## src/rtl/fp_rs_pkg.sv

```systemverilog
// fp_rs_pkg: shared FP reservation-station layout, sizes and the wakeup helper
package fp_rs_pkg;

    localparam int ENTRY_W = 114;
    localparam int TAG_W   = 4;
    localparam int SLOTS   = 2;
    localparam int RS1_RDY = 5;
    localparam int RS1_VAL = 6;
    localparam int RS2_RDY = 38;
    localparam int RS2_VAL = 39;
    localparam int ROB_LSB = 72;
    localparam int RS1_TAG = 81;
    localparam int RS2_TAG = 85;

    // Capture CDB data into every still-waiting operand whose tag matches; port 0 wins ties.
    function automatic logic [ENTRY_W-1:0] wake(
        input logic [ENTRY_W-1:0] e,
        input logic               v0,
        input logic [TAG_W-1:0]   t0,
        input logic [31:0]        d0,
        input logic               v1,
        input logic [TAG_W-1:0]   t1,
        input logic [31:0]        d1
    );
        logic [ENTRY_W-1:0] r;
        r = e;
        if (!e[RS1_RDY]) begin
            if (v0 && t0 == e[RS1_TAG +: TAG_W])
                {r[RS1_VAL +: 32], r[RS1_RDY]} = {d0, 1'b1};
            else if (v1 && t1 == e[RS1_TAG +: TAG_W])
                {r[RS1_VAL +: 32], r[RS1_RDY]} = {d1, 1'b1};
        end
        if (!e[RS2_RDY]) begin
            if (v0 && t0 == e[RS2_TAG +: TAG_W])
                {r[RS2_VAL +: 32], r[RS2_RDY]} = {d0, 1'b1};
            else if (v1 && t1 == e[RS2_TAG +: TAG_W])
                {r[RS2_VAL +: 32], r[RS2_RDY]} = {d1, 1'b1};
        end
        return r;
    endfunction

endpackage

```

## src/rtl/rs_fp_slot.sv

```systemverilog
// rs_fp_slot: one FP reservation-station slot with operand wakeup on the CDB
module rs_fp_slot
    import fp_rs_pkg::*;
(
    input  logic               clk,
    input  logic               rst,
    input  logic               i_flush,
    input  logic               i_load,
    input  logic [ENTRY_W-1:0] i_entry,
    input  logic               i_issue,
    input  logic               i_cdb0_valid,
    input  logic [TAG_W-1:0]   i_cdb0_rob_num,
    input  logic [31:0]        i_cdb0_data,
    input  logic               i_cdb1_valid,
    input  logic [TAG_W-1:0]   i_cdb1_rob_num,
    input  logic [31:0]        i_cdb1_data,
    output logic               o_valid,
    output logic [ENTRY_W-1:0] o_entry
);

    logic               r_valid;
    logic [ENTRY_W-1:0] r_entry;

    // Load only happens into an empty slot, so issue never competes with it; an empty slot stays zeroed.
    always_ff @(posedge clk) begin
        if (rst || i_flush) begin
            r_valid <= 1'b0;
            r_entry <= '0;
        end else if (i_load) begin
            r_valid <= 1'b1;
            r_entry <= wake(i_entry, i_cdb0_valid, i_cdb0_rob_num, i_cdb0_data,
                            i_cdb1_valid, i_cdb1_rob_num, i_cdb1_data);
        end else if (i_issue) begin
            r_valid <= 1'b0;
            r_entry <= '0;
        end else if (r_valid) begin
            r_entry <= wake(r_entry, i_cdb0_valid, i_cdb0_rob_num, i_cdb0_data,
                            i_cdb1_valid, i_cdb1_rob_num, i_cdb1_data);
        end
    end

    assign o_valid = r_valid;
    assign o_entry = r_entry;

endmodule

```

## src/rtl/rs_fp.sv

```systemverilog
// rs_fp: two-slot FP reservation station; define FP_RS_CDB1_EN to add the second CDB wakeup port
module rs_fp
    import fp_rs_pkg::*;
(
    input  logic               clk,
    input  logic               rst,
    input  logic               flush,
    input  logic               disp_valid,
    input  logic [ENTRY_W-1:0] disp_entry,
    output logic               disp_ready,
    input  logic               cdb0_valid,
    input  logic [TAG_W-1:0]   cdb0_rob_num,
    input  logic [31:0]        cdb0_data,
`ifdef FP_RS_CDB1_EN
    input  logic               cdb1_valid,
    input  logic [TAG_W-1:0]   cdb1_rob_num,
    input  logic [31:0]        cdb1_data,
`endif
    output logic [ENTRY_W-1:0] rs_fp_0,
    output logic [ENTRY_W-1:0] rs_fp_1,
    output logic [TAG_W-1:0]   rs_fp_0_entry_num,
    output logic [TAG_W-1:0]   rs_fp_1_entry_num,
    output logic               selector,
    input  logic               fp_0_issue,
    input  logic               fp_1_issue
);

    logic               w_cdb1_valid;
    logic [TAG_W-1:0]   w_cdb1_rob_num;
    logic [31:0]        w_cdb1_data;
    logic [SLOTS-1:0]   w_valid;
    logic [SLOTS-1:0]   w_issue;
    logic [SLOTS-1:0]   w_load;
    logic [SLOTS-1:0]   w_next;
    logic [ENTRY_W-1:0] w_entry [SLOTS];
    logic               w_acc;
    logic               r_sel;

`ifdef FP_RS_CDB1_EN
    assign w_cdb1_valid   = cdb1_valid;
    assign w_cdb1_rob_num = cdb1_rob_num;
    assign w_cdb1_data    = cdb1_data;
`else
    assign w_cdb1_valid   = 1'b0;
    assign w_cdb1_rob_num = '0;
    assign w_cdb1_data    = '0;
`endif

    assign disp_ready = !(&w_valid);
    assign w_acc      = disp_valid && disp_ready;
    assign w_issue    = {fp_1_issue, fp_0_issue};
    assign w_load     = {w_acc && w_valid[0] && !w_valid[1], w_acc && !w_valid[0]};
    assign w_next     = w_load | (w_valid & ~w_issue);

    for (genvar g = 0; g < SLOTS; g++) begin : g_slot
        rs_fp_slot u_slot (
            .clk            (clk),
            .rst            (rst),
            .i_flush        (flush),
            .i_load         (w_load[g]),
            .i_entry        (disp_entry),
            .i_issue        (w_issue[g]),
            .i_cdb0_valid   (cdb0_valid),
            .i_cdb0_rob_num (cdb0_rob_num),
            .i_cdb0_data    (cdb0_data),
            .i_cdb1_valid   (w_cdb1_valid),
            .i_cdb1_rob_num (w_cdb1_rob_num),
            .i_cdb1_data    (w_cdb1_data),
            .o_valid        (w_valid[g]),
            .o_entry        (w_entry[g])
        );
    end

    // Selector follows a fresh dispatch, else the lone valid slot, else holds when both stay valid.
    always_ff @(posedge clk) begin
        if (rst || flush)
            r_sel <= 1'b0;
        else
            r_sel <= w_load[0] ? 1'b0 :
                     w_load[1] ? 1'b1 :
                     (w_next[0] ^ w_next[1]) ? w_next[1] :
                     (&w_next) ? r_sel : 1'b0;
    end

    assign rs_fp_0           = w_entry[0];
    assign rs_fp_1           = w_entry[1];
    assign rs_fp_0_entry_num = w_entry[0][ROB_LSB +: TAG_W];
    assign rs_fp_1_entry_num = w_entry[1][ROB_LSB +: TAG_W];
    assign selector          = r_sel;

endmodule

```

## config.mk

```make
export PLATFORM = sky130hd
export DESIGN_NAME = rs_fp
export DESIGN_NICKNAME = d
export VERILOG_FILES = /design/src/rtl/fp_rs_pkg.sv /design/src/rtl/rs_fp_slot.sv /design/src/rtl/rs_fp.sv
export SDC_FILE = /design/constraint.sdc
export NUM_CORES = 1
export LEC_CHECK = 0
export BUFFER_PORTS_ARGS = -buffer_cell sky130_fd_sc_hd__buf_2
export CORE_ASPECT_RATIO = 1.1
export CORE_MARGIN = 1.5
export CORE_UTILIZATION = 44
export DETAILED_ROUTE_END_ITERATION = 16
export PLACE_DENSITY = 0.86
export REMOVE_ABC_BUFFERS = 1
export SKIP_LAST_GASP = 1
export SLEW_MARGIN = 5
export SYNTH_ARGS = -nofsm -noshare
export SYNTH_HDL_FRONTEND = slang
export SYNTH_SLANG_ARGS = --single-unit
```

## constraint.sdc

```tcl
create_clock -name clk -period 1.7 [get_ports clk]
set_clock_uncertainty 0.05 [all_clocks]
set_input_delay 0.425 -clock clk [delete_from_list [all_inputs] [get_ports clk]]
set_output_delay 0.425 -clock clk [all_outputs]
set_load 0.1 [all_outputs]
```

# After elaboration in Yosys (flattened, before gate mapping)

Index checks and enable logic that the tools add are counted.

Register bits: 231
Bits in latches: 0
Memory bits (writable): 0
Bits in read-only memories: 0
Bits of input ports: 157
Output and inout port bits: 238
Logic and storage cells: 80
Memories: 0

$add $sub $neg: 0
$mul: 0
Div/mod/pow operators: 0
$lt $le $gt $ge: 0
Eq/ne operators: 11
Shifts and indexed selects: 0
Multiplexer cells: 25
Bitwise operators: 4
Reductions and logical operators: 29

Operators with widths:

| kind                                                                     | number |
|---|---|
| 114-bit two-way mux                                                      | 4 |
| 33-bit two-way mux                                                       | 12 |
| 71-bit two-way mux                                                       | 2 |
| 4-bit equality test                                                      | 6 |
| 3-bit nonzero test                                                       | 6 |
| 3-bit by 2-bit inequality test with 1-bit output (second input constant) | 5 |
| 3-bit AND reduction                                                      | 4 |
| 1-bit logical AND                                                        | 10 |
| 1-bit two-way mux                                                        | 7 |
| 2-bit AND reduction                                                      | 2 |
| 2-bit nonzero test                                                       | 2 |
| 1-bit zero test                                                          | 3 |
| 2-bit bitwise AND                                                        | 1 |
| 2-bit inverter                                                           | 1 |
| 2-bit OR                                                                 | 1 |
| 2-bit OR reduction                                                       | 1 |
| 1-bit logical OR                                                         | 1 |
| 1-bit XOR                                                                | 1 |

# Logic depth before layout (Yosys ltp)

Gate-level depths: netlist (run 1).

Word-level depth: 10
Mapped depth: 7
Mapped depth without buffers: 5

# By module

From an unflattened synthesis (run 1), not the netlist that was laid out.

Cells, all modules: 1424
Area, all modules: 13590.5 sq um

Modules (own cells, without submodules):

| module     | instances | cells an instance | area an instance (sq um) | seq. area each (sq um) |
|---|---|---|---|---|
| rs_fp_slot | 2         | 700               | 6705.2                   | 2302.2 |
| rs_fp      | 1         | 24                | 180.2                    | 20.0 |

# Worst setup path after synthesis (run 1)

Ideal clock, no wire load.

Path type: reg2reg
Start point: reg g_slot[0].u_slot.r_entry[85]
End point: reg g_slot[0].u_slot.r_entry[40]
Setup time: 0.075 ns
Data arrival time: 2.136 ns
Data required time: 1.575 ns
Path slack: -0.561 ns
Stages on the path, launching flop included: 7
Path buffers: 1
Period minus slack after synthesis: 2.261 ns
Path through: dfxtp_1 > xnor2_1 > nand3_1 > o31ai_2 > clkbuf_1 > o21ai_0 > a31oi_1

Cells in the longest elaborated chain, start to end: 4

RTL lines:

| element                              | RTL line         | RTL |
|---|---|---|
| from (decl)                          | rs_fp_slot.sv:22 | `logic [ENTRY_W-1:0] r_entry;` |
| from (signal assigned)               | rs_fp_slot.sv:31 | `r_entry <= wake(i_entry, i_cdb0_valid, i_cdb0_rob_num, i_cdb0_data,` |
| from (signal assigned)               | rs_fp_slot.sv:37 | `r_entry <= wake(r_entry, i_cdb0_valid, i_cdb0_rob_num, i_cdb0_data,` |
| 4-bit equality test                  | fp_rs_pkg.sv:34  | `if (v0 && t0 == e[RS2_TAG +: TAG_W])` |
| 1-bit logical AND                    | fp_rs_pkg.sv:34  |  |
| 3-bit nonzero test (no source line)  | -                |  |
| 3-bit AND reduction (no source line) | -                |  |

No other way between the ends.
A chain may end at the register's enable or synchronous reset.

# Final worst setup path (run 1)

Start point: reg g_slot[0].u_slot.r_entry[86]
End point: reg g_slot[0].u_slot.r_entry[47]

The elaborated chain is that of the path after synthesis.

==> impl_metrics.env, run 1 <==
export IMPL_status="complete, but fails checks"
export IMPL_failed_checks="negative setup slack"
export IMPL_clock_path_buffers=3
export IMPL_clkLatencyLatePin_ns=0.53
export IMPL_numPortBuffers=394
export IMPL_die_area_um2=24100
export IMPL_die_w_um=148
export IMPL_fp_row_count=58
export IMPL_clock_tree_from_tritoncts="done"
export IMPL_track_usage=0.359
export IMPL_synth_seq_area_share=0.454
export IMPL_p_leak_uw=0.00655
export IMPL_maxCapViolations=0
export IMPL_setup_slack_ns=-0.207
export IMPL_maxSlewViolCount=0
export IMPL_route_detailed_wl_per_inst_um=23.3
export IMPL_cp_start_kind="flop"
export IMPL_detailedRoute_firstPassIterationCount=7
export IMPL_final_setup_viol_count=136
export IMPL_first_pass_grt_wire_length_mm=67.4
export IMPL_ctsRootBufferMaster="sky130_fd_sc_hd__clkbuf_16"
export IMPL_ys_dominant_reg_cell="sky130_fd_sc_hd__dfxtp_1"
export IMPL_first_global_vias=12200
export IMPL_final_core_util=0.683
export IMPL_register_bit_total_from_synthesis=231
export IMPL_fmaxAchievable_ghz=0.524
export IMPL_synth_async_sr_flop_share=0
export IMPL_cts_htree_levels=1
export IMPL_worst_pin_slew_ns=0.541
export IMPL_post_synth_cell_area_avg_um2=7.94
export IMPL_viasPerCell=6.17
export IMPL_criticalPathCategory="flop to flop"
export IMPL_yosysWarnings=0
export IMPL_effective_utilization_at_floorplan=0.447
export IMPL_numClockSinks=231
export IMPL_numCtsBuffers=24
export IMPL_hpwl_mm=27.7
export IMPL_cp_arrival_ns=2.27
export IMPL_die_height_um=163
export IMPL_grt_antenna_before_repair=5
export IMPL_syn2layout_area_growth_pct=52.8
export IMPL_layout_min_cycle_time_ns=1.91
export IMPL_relSlewSlack=0.640
export IMPL_yosysUniqueCellTypes=53
export IMPL_tns_ns=-9.37
export IMPL_finalCritPeriodShare=1.12
export IMPL_finalWeightedCongestion=0.884
export IMPL_floorplan_io_pins=395
export IMPL_worst_ep_required_time_ns=2.06
export IMPL_antenna_left=0
export IMPL_mostFrequentLayoutCells="sky130_fd_sc_hd__buf_4 (264), sky130_fd_sc_hd__dfxtp_1 (220), sky130_fd_sc_hd__a21oi_1 (187), sky130_fd_sc_hd__nand2_1 (181), sky130_fd_sc_hd__buf_2 (157)"
export IMPL_dpl_instance_area_um2=13100
export IMPL_final_layout_size_suffix_gt1_frac=0.384
export IMPL_drtIter0Drc=1091
export IMPL_core_area_um2=22800
export IMPL_drc=0
export IMPL_wirelength_mm=47.1
export IMPL_power_ir_vdd_worst_mv=0.817
export IMPL_netlist_area_um2=10200
export IMPL_holdCritPathClass="input port to flop"
export IMPL_endpoint_kind="flop"
export IMPL_critical_path_max_fanout=8
export IMPL_rsz0062_at_grt="yes"
export IMPL_layout_cell_area_non_filler_um2=15600
export IMPL_final_hold_violation_count=0
export IMPL_p_per_area_nw_per_um2=953
export IMPL_grt_start_max_net_pins=86
export IMPL_hold_buffer_count_at_cts=0
export IMPL_routed_vias=12500
export IMPL_synth_cells=1283
export IMPL_commonest_non_fill_non_tap_cell_in_the_layout="sky130_fd_sc_hd__buf_4"
export IMPL_synth_edff_count=0
export IMPL_worst_setup_hold_path_clk_slew_ns=0.07
export IMPL_total_global_routing_overflow=0
export IMPL_finalNetCount=1856
[registers in the layout (all words and copies together), names as in the netlist]
signal / count
g_slot.u_slot.o_valid: 2
g_slot.u_slot.o_entry: 228
selector: 1
[final cells by class]
type	count	area, um^2
inverters	33	124
repair buffers	516	4340
clock buffers	30	643
clock inverters	14	194
diodes	3	7.51
fillers	1632	7220
multi-input cells	893	5240
well taps	300	375
flip-flops and latches	231	4650
[report_power, final]
part	total (uW)	internal [uW]	leakage (uW)	switching [uW]
registers	5680	5570	0.00188	113
logic	3460	1010	0.00426	2450
clock network	5700	3320	0.000407	2380
total	14800	9890	0.00655	4950
[cell families (layout without fill, tap and decap cells)]
group           after synthesis  count (layout)  share of synthesized area
buf+inv                     159             593                     0.0701
other cells                   0               3                          0
xor+xnor                     24              24                     0.0214
compound gates              477             477                      0.264
simple gates                392             392                      0.191
flops                       231             231                      0.454
[path summary, 6_finish.rpt]
check                                                                  to  slack, ns  cells past startpoint                                      start
worst min register to register  g_slot[1].u_slot.o_entry[61]$_SDFFE_PP0P_       0.42                      2  g_slot[1].u_slot.o_entry[61]$_SDFFE_PP0P_
worst min-delay path            g_slot[1].u_slot.o_entry[93]$_SDFFE_PP0P_       0.07                      3                             disp_entry[93]
worst max register to register  g_slot[0].u_slot.o_entry[47]$_SDFFE_PP0P_      -0.21                      7  g_slot[0].u_slot.o_entry[86]$_SDFFE_PP0P_
worst max-delay path            g_slot[0].u_slot.o_entry[47]$_SDFFE_PP0P_      -0.21                      7  g_slot[0].u_slot.o_entry[86]$_SDFFE_PP0P_
[through the flow]
step	setup slack, ns	power (uW)	hold WS (ns)	cells
detailed placement	-0.390	8700	0.401	1942
global route	-0.243	15200	0.0660	2019
finish	-0.207	14800	0.0707	2020
CTS	-0.133	14500	0.0508	2004
global placement	-0.324	8650	0.395	1942
floorplan	-1.47	7640	0.511	1157
[timing repair]
action | 4_1_cts | 5_1_grt
setup endpoints to repair | 360 | 196
resized for setup | 330 | 131
gates cloned | 6 | 7
endpoints found under the hold margin | 0 | 0
buffers inserted | 12 | 6
pin swaps | 11 | 9
[worst max-delay path, stage by stage (launching register included)]
cell	delay [ns]
sky130_fd_sc_hd__dfxtp_2	0.36
sky130_fd_sc_hd__xnor2_2	0.31
sky130_fd_sc_hd__nand2_4	0.08
sky130_fd_sc_hd__o31a_1	0.33
sky130_fd_sc_hd__buf_6	0.16
sky130_fd_sc_hd__buf_16	0.15
sky130_fd_sc_hd__a21oi_1	0.19
sky130_fd_sc_hd__a31oi_1	0.14
[cells in the mapped netlist, drive strengths merged, types with 3 or more instances]
cell	number	area share
a21oi	200	0.10
a221oi	32	0.031
a31o	3	0.0026
a31oi	36	0.022
and3	49	0.030
buf	50	0.030
clkbuf	76	0.028
dfxtp	231	0.45
inv	33	0.012
nand2	185	0.068
nand2b	3	0.0018
nand3	34	0.017
nand3b	49	0.037
nor2	55	0.021
nor2b	3	0.0026
nor3	4	0.0034
o21ai	195	0.096
o31ai	3	0.0041
xnor2	10	0.0093
xor2	14	0.012
[routing by layer]
layer | track usage | share of wire | wire length, um | up-vias
li1 | - | - | - | 5325
met1 | 0.396 | 0.34 | 15800 | 5833
met2 | 0.599 | 0.46 | 21800 | 1022
met3 | 0.110 | 0.12 | 5830 | 287
met4 | 0.233 | 0.076 | 3600 | 6
met5 | 0 | 0.00096 | 45 | -
(Power assumes the default switching activity.)
==> run 2, diff against run 1 <==
--- a/config.mk
+++ b/config.mk
@@ -10,10 +10,10 @@
 export CORE_MARGIN = 1.5
 export CORE_UTILIZATION = 44
 export DETAILED_ROUTE_END_ITERATION = 16
-export PLACE_DENSITY = 0.86
+export PLACE_DENSITY = 0.76
 export REMOVE_ABC_BUFFERS = 1
 export SKIP_LAST_GASP = 1
-export SLEW_MARGIN = 5
+export SLEW_MARGIN = 40
 export SYNTH_ARGS = -nofsm -noshare
 export SYNTH_HDL_FRONTEND = slang
 export SYNTH_SLANG_ARGS = --single-unit
==> run 2 against run 1 <==
Net effect:
- the run still ends with negative setup slack left
- worst hold slack improved by 0.0013 ns
- global-route usage decreased by 0.97 points
- combinational power increased by 5%
- sequential cell count unchanged
- non-clock buffer count increased by 20
- register-to-register slack improved by 0.02 ns
- maximum frequency increased by 0.96%
- die area unchanged
- critical path type unchanged
==> impl_metrics.env, run 2 (same netlist as run 1, synthesis figures left out) <==
export IMPL_status="complete, but fails checks"
export IMPL_failed_checks="negative setup slack"
export IMPL_worst_ep_required_time_ns=2.10
export IMPL_detailedRoute_firstPassIterationCount=5
export IMPL_rsz0062_at_grt="yes"
export IMPL_power_ir_vdd_worst_mv=0.855
export IMPL_route_detailed_wl_per_inst_um=23.2
export IMPL_layout_cell_area_non_filler_um2=16300
export IMPL_track_usage=0.349
export IMPL_die_height_um=163
export IMPL_clock_tree_from_tritoncts="done"
export IMPL_cp_arrival_ns=2.29
export IMPL_layout_min_cycle_time_ns=1.89
export IMPL_endpoint_kind="flop"
export IMPL_timing_rr_start="g_slot[1].u_slot.o_entry[87]$_SDFFE_PP0P_"
export IMPL_finalWeightedCongestion=0.859
export IMPL_maxSlewViolCount=0
export IMPL_cp_num_buf_inv=2
export IMPL_numPortBuffers=394
export IMPL_critical_path_cell_chain="xor2_2 > nor4_4 > a21oi_4 > buf_12 > clkbuf_16 > a221oi_2"
export IMPL_grt_antenna_before_repair=5
export IMPL_final_layout_size_suffix_gt1_frac=0.425
export IMPL_finalNonFillerCells=2044
export IMPL_setup_slack_ns=-0.189
export IMPL_die_w_um=148
export IMPL_grt_start_max_net_pins=62
export IMPL_dpl_cell_count=1947
export IMPL_die_area_um2=24100
export IMPL_effective_utilization_at_floorplan=0.447
export IMPL_drc=0
export IMPL_p_leak_uw=0.00679
export IMPL_mostFrequentLayoutCells="sky130_fd_sc_hd__buf_4 (260), sky130_fd_sc_hd__dfxtp_1 (212), sky130_fd_sc_hd__a21oi_1 (186), sky130_fd_sc_hd__nand2_1 (182), sky130_fd_sc_hd__buf_2 (156)"
export IMPL_drtIter0Drc=960
export IMPL_critPathSlowestCell="sky130_fd_sc_hd__nor4_4"
export IMPL_max_ffs_per_register=228
export IMPL_floorplan_io_pins=395
export IMPL_numClockSinks=231
export IMPL_numCtsBuffers=25
export IMPL_hold_buffer_count_at_cts=0
export IMPL_antenna_left=0
export IMPL_maxCapViolations=0
export IMPL_finalCritPeriodShare=1.11
export IMPL_ctsRootBufferMaster="sky130_fd_sc_hd__clkbuf_16"
export IMPL_fillerInstances=1616
export IMPL_placement_setup_worst_slack_ns=-0.443
export IMPL_first_global_vias=11700
export IMPL_finalNetCount=1877
export IMPL_core_area_um2=22800
export IMPL_worst_setup_hold_path_clk_slew_ns=0.07
export IMPL_p_per_area_nw_per_um2=933
export IMPL_commonest_non_fill_non_tap_cell_in_the_layout="sky130_fd_sc_hd__buf_4"
export IMPL_total_global_routing_overflow=0
export IMPL_final_core_util=0.717
export IMPL_worst_pin_slew_ns=0.500
export IMPL_holdCritPathClass="input port to flop"
export IMPL_routed_vias=12200
export IMPL_cts_htree_levels=1
export IMPL_final_hold_violation_count=0
export IMPL_dpl_instance_area_um2=13200
export IMPL_cp_start_kind="flop"
export IMPL_syn2layout_area_growth_pct=60.4
export IMPL_relSlewSlack=0.664
export IMPL_cp_startpoint="g_slot[1].u_slot.o_entry[87]$_SDFFE_PP0P_"
export IMPL_clkLatencyLatePin_ns=0.54
export IMPL_wirelength_mm=47.3
export IMPL_first_pass_grt_wire_length_mm=65.4
export IMPL_fp_row_count=58
export IMPL_min_from="disp_entry[9]"
export IMPL_critical_path_top_delay_family="simple AND/OR/NAND/NOR gates"
export IMPL_viasPerCell=5.99
export IMPL_fmaxAchievable_ghz=0.529
export IMPL_criticalPathCategory="flop to flop"
export IMPL_hpwl_mm=26.5
export IMPL_cpPeakStageDelay_ns=0.44
export IMPL_clock_path_buffers=3
export IMPL_final_setup_viol_count=123
export IMPL_critical_path_max_fanout=8
[run 2: changes by cell type in the layout (fill, tap and decap cells not counted), sizes merged]
cell      previous run  this run
buf                509       528
clkbuf              37        38
clkinv               7         4
clkinvlp             2         6
diode                3         5
inv                 34        35
[run 2: path summary, 6_finish.rpt]
path	end	slack [ns]	cells past startpoint
min	g_slot[0].u_slot.o_entry[9]$_SDFFE_PP0P_	0.07	3
max	g_slot[1].u_slot.o_entry[48]$_SDFFE_PP0P_	-0.19	6
max reg2reg	g_slot[1].u_slot.o_entry[48]$_SDFFE_PP0P_	-0.19	6
min reg2reg	g_slot[1].u_slot.o_entry[42]$_SDFFE_PP0P_	0.42	2
[run 2: routing by layer]
metal / vias to the layer above / global-route usage / part of all wire
met5: - / 0 / 0.00027
met2: 913 / 0.601 / 0.48
met3: 244 / 0.0868 / 0.12
li1: 5375 / - / -
met4: 2 / 0.196 / 0.065
met1: 5700 / 0.395 / 0.34
[run 2: worst register-to-register path, delay by kind of cell, from the launching register on]
kind / cells / cell delay, ns
buffers and inverters: 2 / 0.38
xor gates and xnor gates: 1 / 0.16
DFF: 1 / 0.34
and+or+nand+nor: 1 / 0.44
AOI/OAI and AO/OA: 2 / 0.45
[run 2: stage by stage]
| step | hold WS, ns | total power (uW) | setup TNS [ns] |
|---|---|---|---|
| floorplan | 0.511 | 7640 | -223.75 |
| global placement | 0.395 | 8670 | -47.18 |
| detailed placement | 0.400 | 8720 | -46.13 |
| CTS | 0.0614 | 15000 | -8.96 |
| global route | 0.0757 | 15600 | -17.90 |
| finish | 0.0720 | 15300 | -10.02 |
[run 2: cell type report]
| cell class | instances | area [um^2] | area share |
|---|---|---|---|
| Multi-Input combinational cell | 893 | 5530 | 0.338 |
| Antenna cell | 5 | 12.5 | 0.000765 |
| Clock buffer | 30 | 684 | 0.0419 |
| Inverter | 33 | 124 | 0.00758 |
| Sequential cell | 231 | 4650 | 0.285 |
| Timing Repair Buffer | 536 | 4760 | 0.291 |
| Clock inverter | 16 | 206 | 0.0126 |
| Tap cell | 300 | 375 | 0.0230 |
[run 2: what timing repair did]
action | CTS | global route
gates resized for setup | 398 | 176
buffers inserted | 16 | 12
pin swaps | 29 | 50
endpoints found under the setup margin | 359 | 205
cloned | 13 | 8
[run 2: where the power goes]
group / switching [uW] / total (uW) / internal, uW / leakage, uW
sequential: 117 / 5690 / 5570 / 0.00189
combinational: 2520 / 3640 / 1120 / 0.00449
clock: 2430 / 5930 / 3500 / 0.000420
